## src/rtl/mmd_pkg.sv

```systemverilog
// Shared MMD datapath constants and the byte-packer state type.
package mmd_pkg;

  localparam int unsigned MMD_BYTE_W    = 8;
  localparam int unsigned MMD_NUM_SLOTS = 16;
  localparam int unsigned MMD_SEL_W     = 4;
  localparam int unsigned MMD_WORD_W    = 128;

  typedef enum logic {
    PK_FILL,
    PK_HOLD
  } packer_state_t;

endpackage

```

## src/rtl/byte_slot_decoder.sv

```systemverilog
// Slot pointer + write strobe -> one-hot slot write enables (inverse of the 16:1 byte read mux).
module byte_slot_decoder
  import mmd_pkg::*;
#(
  parameter int unsigned NUM_SLOTS = MMD_NUM_SLOTS,
  parameter int unsigned SEL_W     = $clog2(NUM_SLOTS)
) (
  input  logic [SEL_W-1:0]     sel_i,
  input  logic                 wr_en_i,
  output logic [NUM_SLOTS-1:0] slot_en_o
);

  always_comb begin
    slot_en_o = '0;
    for (int unsigned k = 0; k < NUM_SLOTS; k++) begin
      if (wr_en_i && (sel_i == SEL_W'(k))) begin
        slot_en_o[k] = 1'b1;
      end
    end
  end

endmodule

```

## src/rtl/byte_packer_1to16.sv

```systemverilog
// Serial-to-parallel byte packer: 16 handshaked bytes -> one 128-bit word with valid/ready.
// Optional partial-word flush and out_count port: define BYTE_PACKER_FLUSH_EN.
module byte_packer_1to16
  import mmd_pkg::*;
#(
  parameter int unsigned BYTE_W    = MMD_BYTE_W,
  parameter int unsigned NUM_SLOTS = MMD_NUM_SLOTS,
  parameter int unsigned SEL_W     = $clog2(NUM_SLOTS)
) (
  input  logic                        clk,
  input  logic                        rst,
  input  logic [BYTE_W-1:0]           in_data,
  input  logic                        in_valid,
  output logic                        in_ready,
  output logic [BYTE_W*NUM_SLOTS-1:0] out_data,
  output logic                        out_valid,
  input  logic                        out_ready
`ifdef BYTE_PACKER_FLUSH_EN
  ,
  input  logic                        flush,
  output logic [SEL_W:0]              out_count
`endif
);

  localparam logic [SEL_W-1:0] LAST_PTR = SEL_W'(NUM_SLOTS - 1);

  packer_state_t                state_q, state_d;
  logic [SEL_W-1:0]             wr_ptr_q, wr_ptr_d;
  logic [BYTE_W*NUM_SLOTS-1:0]  word_q, word_d;
  logic [NUM_SLOTS-1:0]         slot_en;
  logic                         accept;
  logic                         flush_close;
  logic                         close_word;
  logic                         handoff;

  assign accept  = in_valid & (state_q == PK_FILL);
  assign handoff = out_ready & (state_q == PK_HOLD);

`ifdef BYTE_PACKER_FLUSH_EN
  // A flush only closes the word when it would hold at least one byte after this edge.
  assign flush_close = flush & (state_q == PK_FILL) & (accept | (wr_ptr_q != '0));
`else
  assign flush_close = 1'b0;
`endif

  assign close_word = (accept & (wr_ptr_q == LAST_PTR)) | flush_close;

  byte_slot_decoder #(
    .NUM_SLOTS (NUM_SLOTS),
    .SEL_W     (SEL_W)
  ) u_slot_dec (
    .sel_i     (wr_ptr_q),
    .wr_en_i   (accept),
    .slot_en_o (slot_en)
  );

  always_comb begin
    state_d   = state_q;
    wr_ptr_d  = wr_ptr_q;
    word_d    = word_q;
    in_ready  = 1'b0;
    out_valid = 1'b0;
    unique case (state_q)
      PK_FILL: begin
        in_ready = 1'b1;
        for (int unsigned k = 0; k < NUM_SLOTS; k++) begin
          if (slot_en[k]) begin
            word_d[k*BYTE_W +: BYTE_W] = in_data;
          end
        end
        if (accept) begin
          wr_ptr_d = wr_ptr_q + SEL_W'(1);
        end
        if (close_word) begin
          wr_ptr_d = '0;
          state_d  = PK_HOLD;
        end
      end
      PK_HOLD: begin
        out_valid = 1'b1;
        // Clearing on handoff keeps never-written slots of the next word at zero.
        if (out_ready) begin
          word_d  = '0;
          state_d = PK_FILL;
        end
      end
      default: begin
        state_d  = PK_FILL;
        wr_ptr_d = '0;
        word_d   = '0;
      end
    endcase
  end

  always_ff @(posedge clk or posedge rst) begin
    if (rst) begin
      state_q  <= PK_FILL;
      wr_ptr_q <= '0;
      word_q   <= '0;
    end else begin
      state_q  <= state_d;
      wr_ptr_q <= wr_ptr_d;
      word_q   <= word_d;
    end
  end

  assign out_data = word_q;

`ifdef BYTE_PACKER_FLUSH_EN
  logic [SEL_W:0] count_q, count_d;

  // Byte count of the closing word: bytes already held plus the one landing this cycle.
  always_comb begin
    count_d = count_q;
    if (close_word) begin
      count_d = {1'b0, wr_ptr_q} + {{SEL_W{1'b0}}, accept};
    end else if (handoff) begin
      count_d = '0;
    end
  end

  always_ff @(posedge clk or posedge rst) begin
    if (rst) begin
      count_q <= '0;
    end else begin
      count_q <= count_d;
    end
  end

  assign out_count = count_q;
`else
  logic unused_handoff;
  assign unused_handoff = handoff;
`endif

endmodule

```

## config.mk

```make
export PLATFORM = sky130hd
export DESIGN_NAME = byte_packer_1to16
export DESIGN_NICKNAME = d
export VERILOG_FILES = /design/src/rtl/mmd_pkg.sv /design/src/rtl/byte_slot_decoder.sv /design/src/rtl/byte_packer_1to16.sv
export SDC_FILE = /design/constraint.sdc
export NUM_CORES = 1
export LEC_CHECK = 0
export BUFFER_PORTS_ARGS = -buffer_cell sky130_fd_sc_hd__buf_2
export CORE_ASPECT_RATIO = 1.25
export CORE_MARGIN = 1
export CORE_UTILIZATION = 35
export CTS_CLUSTER_SIZE = 25
export DETAILED_ROUTE_END_ITERATION = 10
export GPL_ROUTABILITY_DRIVEN = 0
export PLACE_DENSITY = 0.61
export RECOVER_POWER = 25
export SYNTH_ARGS = -nofsm -noshare
export SYNTH_HDL_FRONTEND = slang
export SYNTH_SLANG_ARGS = --single-unit
```

## constraint.sdc

```tcl
create_clock -name clk -period 9.6 [get_ports clk]
set_input_delay 0.48 -clock clk [delete_from_list [all_inputs] [get_ports clk]]
set_output_delay 0.48 -clock clk [all_outputs]
set_load 0.03 [all_outputs]
```

# After elaboration in Yosys (flattened, before gate mapping)
# Cells that the tools add are included.
# totals
reg_bits	133
output_inout_bits	130
elab_cells	130
# classes
muxes	41
reduce_logical	35
add_sub_neg	1
n_bitwise	3
eq_ne	32
# op_table
op	count
$pmux W128 S2	1
$mux W128	1
$mux W8	16
$ne A2 B2 Y1 const B	17
$reduce_and A2 Y1	17
$eq A4 B4 Y1 const B	8
$mux W1	20
$eq A4 B3 Y1 const B	4
$logic_and A1 B1 Y1	16
$eq A4 B2 Y1 const B	2
$mux W4	2
$add A4 B1 Y4 const B	1
$eq A4 B1 Y1 const B	1
$logic_not A4 Y1	1
$and A1 B1 Y1	2
$pmux W1 S2	1
$reduce_bool A2 Y1	1
$not A1 Y1	1

# Longest topological paths before layout
# depth
word_depth	6
mapped_depth	6
ltp_nobuf	5

# By module
# Synthesis repeated with hierarchy kept, for this count alone.
# unflattened
cells_unflattened	490
hier_area_um2	5644.2
# modules_own_cells
mod	area_each_um2	cells_per_inst	n_inst
byte_packer_1to16	5526.6	467	1
byte_slot_decoder	117.6	23	1

# Least setup slack after synthesis
# No wires, ideal clock.
# synth_timing
kind	reg2reg
from	reg state_q
to	reg word_q[64] (netlist: out_data[64])
required_time_ps	9521
stages_incl_launch_ff	5
path_slack_ps	8050
period_less_slack_ps	1550
arrival_ps	1471
cell_sequence	dfrtp_1 > nand3b_2 > nor3b_2 > buf_4 > mux2i_1
# synth_between
elab_chain_cells	6
# synth_lines
element	line_no	text
start: declaration	byte_packer_1to16.sv:27	packer_state_t state_q, state_d;
start signal: assignment	byte_packer_1to16.sv:101	state_q <= state_d;
$not A1 Y1 (no source line)	--	
$and A1 B1 Y1	byte_packer_1to16.sv:36	assign accept = in_valid & (state_q == PK_FILL);
$logic_and A1 B1 Y1	byte_slot_decoder.sv:16	if (wr_en_i && (sel_i == SEL_W'(k))) begin
$mux W1	byte_slot_decoder.sv:16	
$ne A2 B2 Y1 (no source line)	--	
$reduce_and A2 Y1 (no source line)	--	
end signal: assignment	byte_packer_1to16.sv:103	word_q <= word_d;
end: declaration	byte_packer_1to16.sv:29	logic [BYTE_W*NUM_SLOTS-1:0] word_q, word_d;
# Parallel ways exist; a longest one is shown, timed or not.
# A chain may end at the register's enable or synchronous reset.

==> impl_metrics.py <==
metrics = {
    "sta": {
        "finalHoldViolCount": 0,
        "max_freq_mhz": 371,
        "timing.final.crit_period_ns": 2.69,
        "post-route-period-util_pct": 28.0,
        "report.final.slew_viol_count": 64,
        "fin_skew_ns": 0.0111,
        "max_slew.worst_pin.slew_ns": 2.77,
        "setup_viol": 0,
        "rsz0062_at_grt": "no",
        "slew_headroom_pct": -85.3,
        "fin_tns_setup_ns": 0,
    },
    "logic_synthesis": {
        "synth_cells": 488,
        "ys_seq_area_share_pct": 58.5,
        "synth.distinct_cells": 31,
        "syn_nets": 505,
        "ys_ff_latch": 133,
        "syn-cell-area_um2": 5690,
        "syn_area_per_cell_um2": 11.7,
        "yosysWarningCount": 0,
    },
    "clock_tree": {
        "clk_latency_ns": 0.42,
        "ctsLongestPathBuffers": 2,
        "cts.hold.buffers_added": 0,
        "cts_tree": "yes",
        "clk_pin_slew_ns": 0.05,
        "htreeDepth": 4,
        "cts_root_buffer": "clkbuf_16",
        "numCtsBuffers": 17,
        "cts_setup_buffers": 0,
        "cts.repair.resized": 0,
        "clkSinkCount": 133,
    },
    "pwr": {
        "p_total_mw": 2.72,
        "power.leakage_nw": 3.47,
        "peakVddDrop_mv": 0.189,
        "p_per_area_nw_per_um2": 392,
    },
    "critical_path": {
        "r2r_slack_ns": 7.44,
        "required_ns": 10.02,
        "crit_fanout": 71,
        "crit_path_end_kind": "async pin",
        "reg2regPathDepth": 5,
        "endpoint": "wr_ptr_q[1]",
        "critPathKind": "input port to async pin",
        "startpoint": "rst",
        "rr_startpoint": "wr_ptr_q[0]",
        "startpoint_type": "input port",
        "reg2reg_to": "out_data[51]",
        "worst_ep_arrival_time_ns": 3.11,
    },
    "detailed_routing": {
        "wl_per_cell_um": 18.8,
        "drtPass1Iterations": 4,
        "drc": 0,
        "antenna_left": 0,
        "drt_iter0_markers": 265,
        "routed_wirelength_um": 15600,
        "post_drt_via_cell_ratio": 5.07,
        "via_count": 4216,
    },
    "final_layout": {
        "fillers": 1546,
        "layoutNonFillerInstCount": 831,
        "antenna_cells": 0,
        "nNetsFinal": 625,
        "multi_input_area_um2": 2110,
        "drive_gt1_share_pct": 24.6,
        "final_util_pct": 44.0,
        "seqCellArea_um2": 3330,
        "area_delta_synth_final_pct": 22.0,
    },
    "placement": {
        "dpl.hpwl_um": 10000,
        "dpl.cell_count": 801,
        "numPortBuffers": 141,
    },
    "global_route": {
        "grt_max_degree": 72,
        "antenna_found_initial": 0,
        "grt_pass1_wl_um": 24100,
        "grt_overflow": 0,
        "grt_use_total_pct": 19.5,
        "grt_pass1_vias": 4277,
    },
    "die": {
        "initial_utilization_pct": 36.1,
        "ios": 142,
        "fp.coreArea_um2": 15800,
        "die_area_um2": 16800,
        "die_h_um": 145,
        "die_w_um": 116,
        "row_count": 51,
    },
    "run_status": {
        "violations": "max-capacitance violations, max-slew violations",
        "status": "finished, violations left",
    },
    "min_path": {
        "hold_class": "input port to flop",
    },
    "flow_run": {
        "max_cap_viol_count": 1,
    },
}
[logic make-up (layout without fill, tap and decap cells)]
family,Yosys count,in the layout,share of synthesized area (%)
compound gates,103,103,11.3
xor+xnor,1,1,0.154
fa+ha+maj,5,5,1.10
buf+inv,47,178,4.46
flops,133,133,58.5
mux,80,80,14.1
simple gates,119,119,10.4
[per-stage QoR]
step	setup WS [ns]	hold slack (ns)	instance area (um^2)
floorplan	5.57	0.561	5690
global placement	7.47	0.509	6460
detailed placement	7.42	0.517	6460
CTS	7.44	0.160	6990
global route	6.35	0.294	6940
finish	6.91	0.308	6940
[cell type report]
cell class / count / area share [%]
clock buffer: 21 / 6.49
sequential: 133 / 48.0
timing repair buffer: 144 / 9.86
inverter: 4 / 0.234
tap: 212 / 3.82
multi-input combinational: 308 / 30.5
clock inverter: 9 / 1.17
[sequential cells by signal (all words and copies together), names as in the netlist]
name / cells
out_data: 128
state_q: 1
wr_ptr_q: 4
[cell usage after synthesis]
cell type,count,area share (%)
nor3b_2,2,0.44
mux2i_1,80,14
clkbuf_1,13,0.86
nand3b_1,4,0.53
buf_2,17,1.5
inv_2,1,0.066
nand3_1,1,0.088
dfrtp_1,133,59
o41ai_1,1,0.15
o211ai_1,49,6.5
nand3b_2,3,0.59
and2b_1,1,0.13
o22ai_1,1,0.11
buf_1,3,0.20
or2_1,6,0.66
a21oi_1,1,0.088
nor2_4,3,0.59
nand4_2,1,0.22
nor3b_4,1,0.33
nor2_1,1,0.066
nand2_1,91,6.0
nand3_2,3,0.53
xor2_1,1,0.15
buf_6,5,0.99
o21ai_0,10,0.88
or2_0,1,0.11
o21ai_1,41,3.6
inv_1,3,0.20
ha_1,5,1.1
buf_4,5,0.66
nand2b_1,1,0.11
[report_power, final]
group	internal (mW)	total, mW	leakage (nW)	switching (mW)
sequential	0.805	0.965	1.71	0.159
clock	0.358	0.594	0.255	0.235
combinational	0.319	1.16	1.51	0.841
[layer usage]
metal	GRT usage [%]	share of wire, %	up-vias
li1	-	-	1937
met1	25.5	44	2121
met2	30.6	48	146
met3	6.41	6.4	12
met4	5.47	0.98	0
met5	0	0	-
[worst max-delay path, stage by stage]
cell	delay [ns]
clkbuf_1	0.09
clkinvlp_2	1.55
buf_4	0.91
[placed cells by master, fill, tap and decap left out, types with 2 or more instances in the layout]
master	n
dfrtp_1	133
buf_2	106
nand2_1	90
mux2i_1	80
o211ai_1	49
o21ai_1	41
clkbuf_1	38
clkbuf_16	17
o21ai_0	10
or2_1	6
ha_1	5
nand3b_1	4
clkinv_2	4
nand3b_2	3
nor2_4	3
nand3_2	3
clkinvlp_4	3
buf_4	3
inv_1	2
nor3b_2	2
[worst min-delay path by stage]
stage / from / slack [ns] / endpoint / cells after the start
floorplan: wr_ptr_q[3] / 0.56 / wr_ptr_q[3] / 2
global placement: out_data[43] / 0.51 / out_data[43] / 2
detailed placement: out_data[70] / 0.52 / out_data[70] / 2
CTS: rst / 0.16 / out_data[122] / 2
global route: out_ready / 0.29 / state_q / 2
finish: out_ready / 0.31 / state_q / 2
No activity file was read; power rests on OpenSTA's default activity.
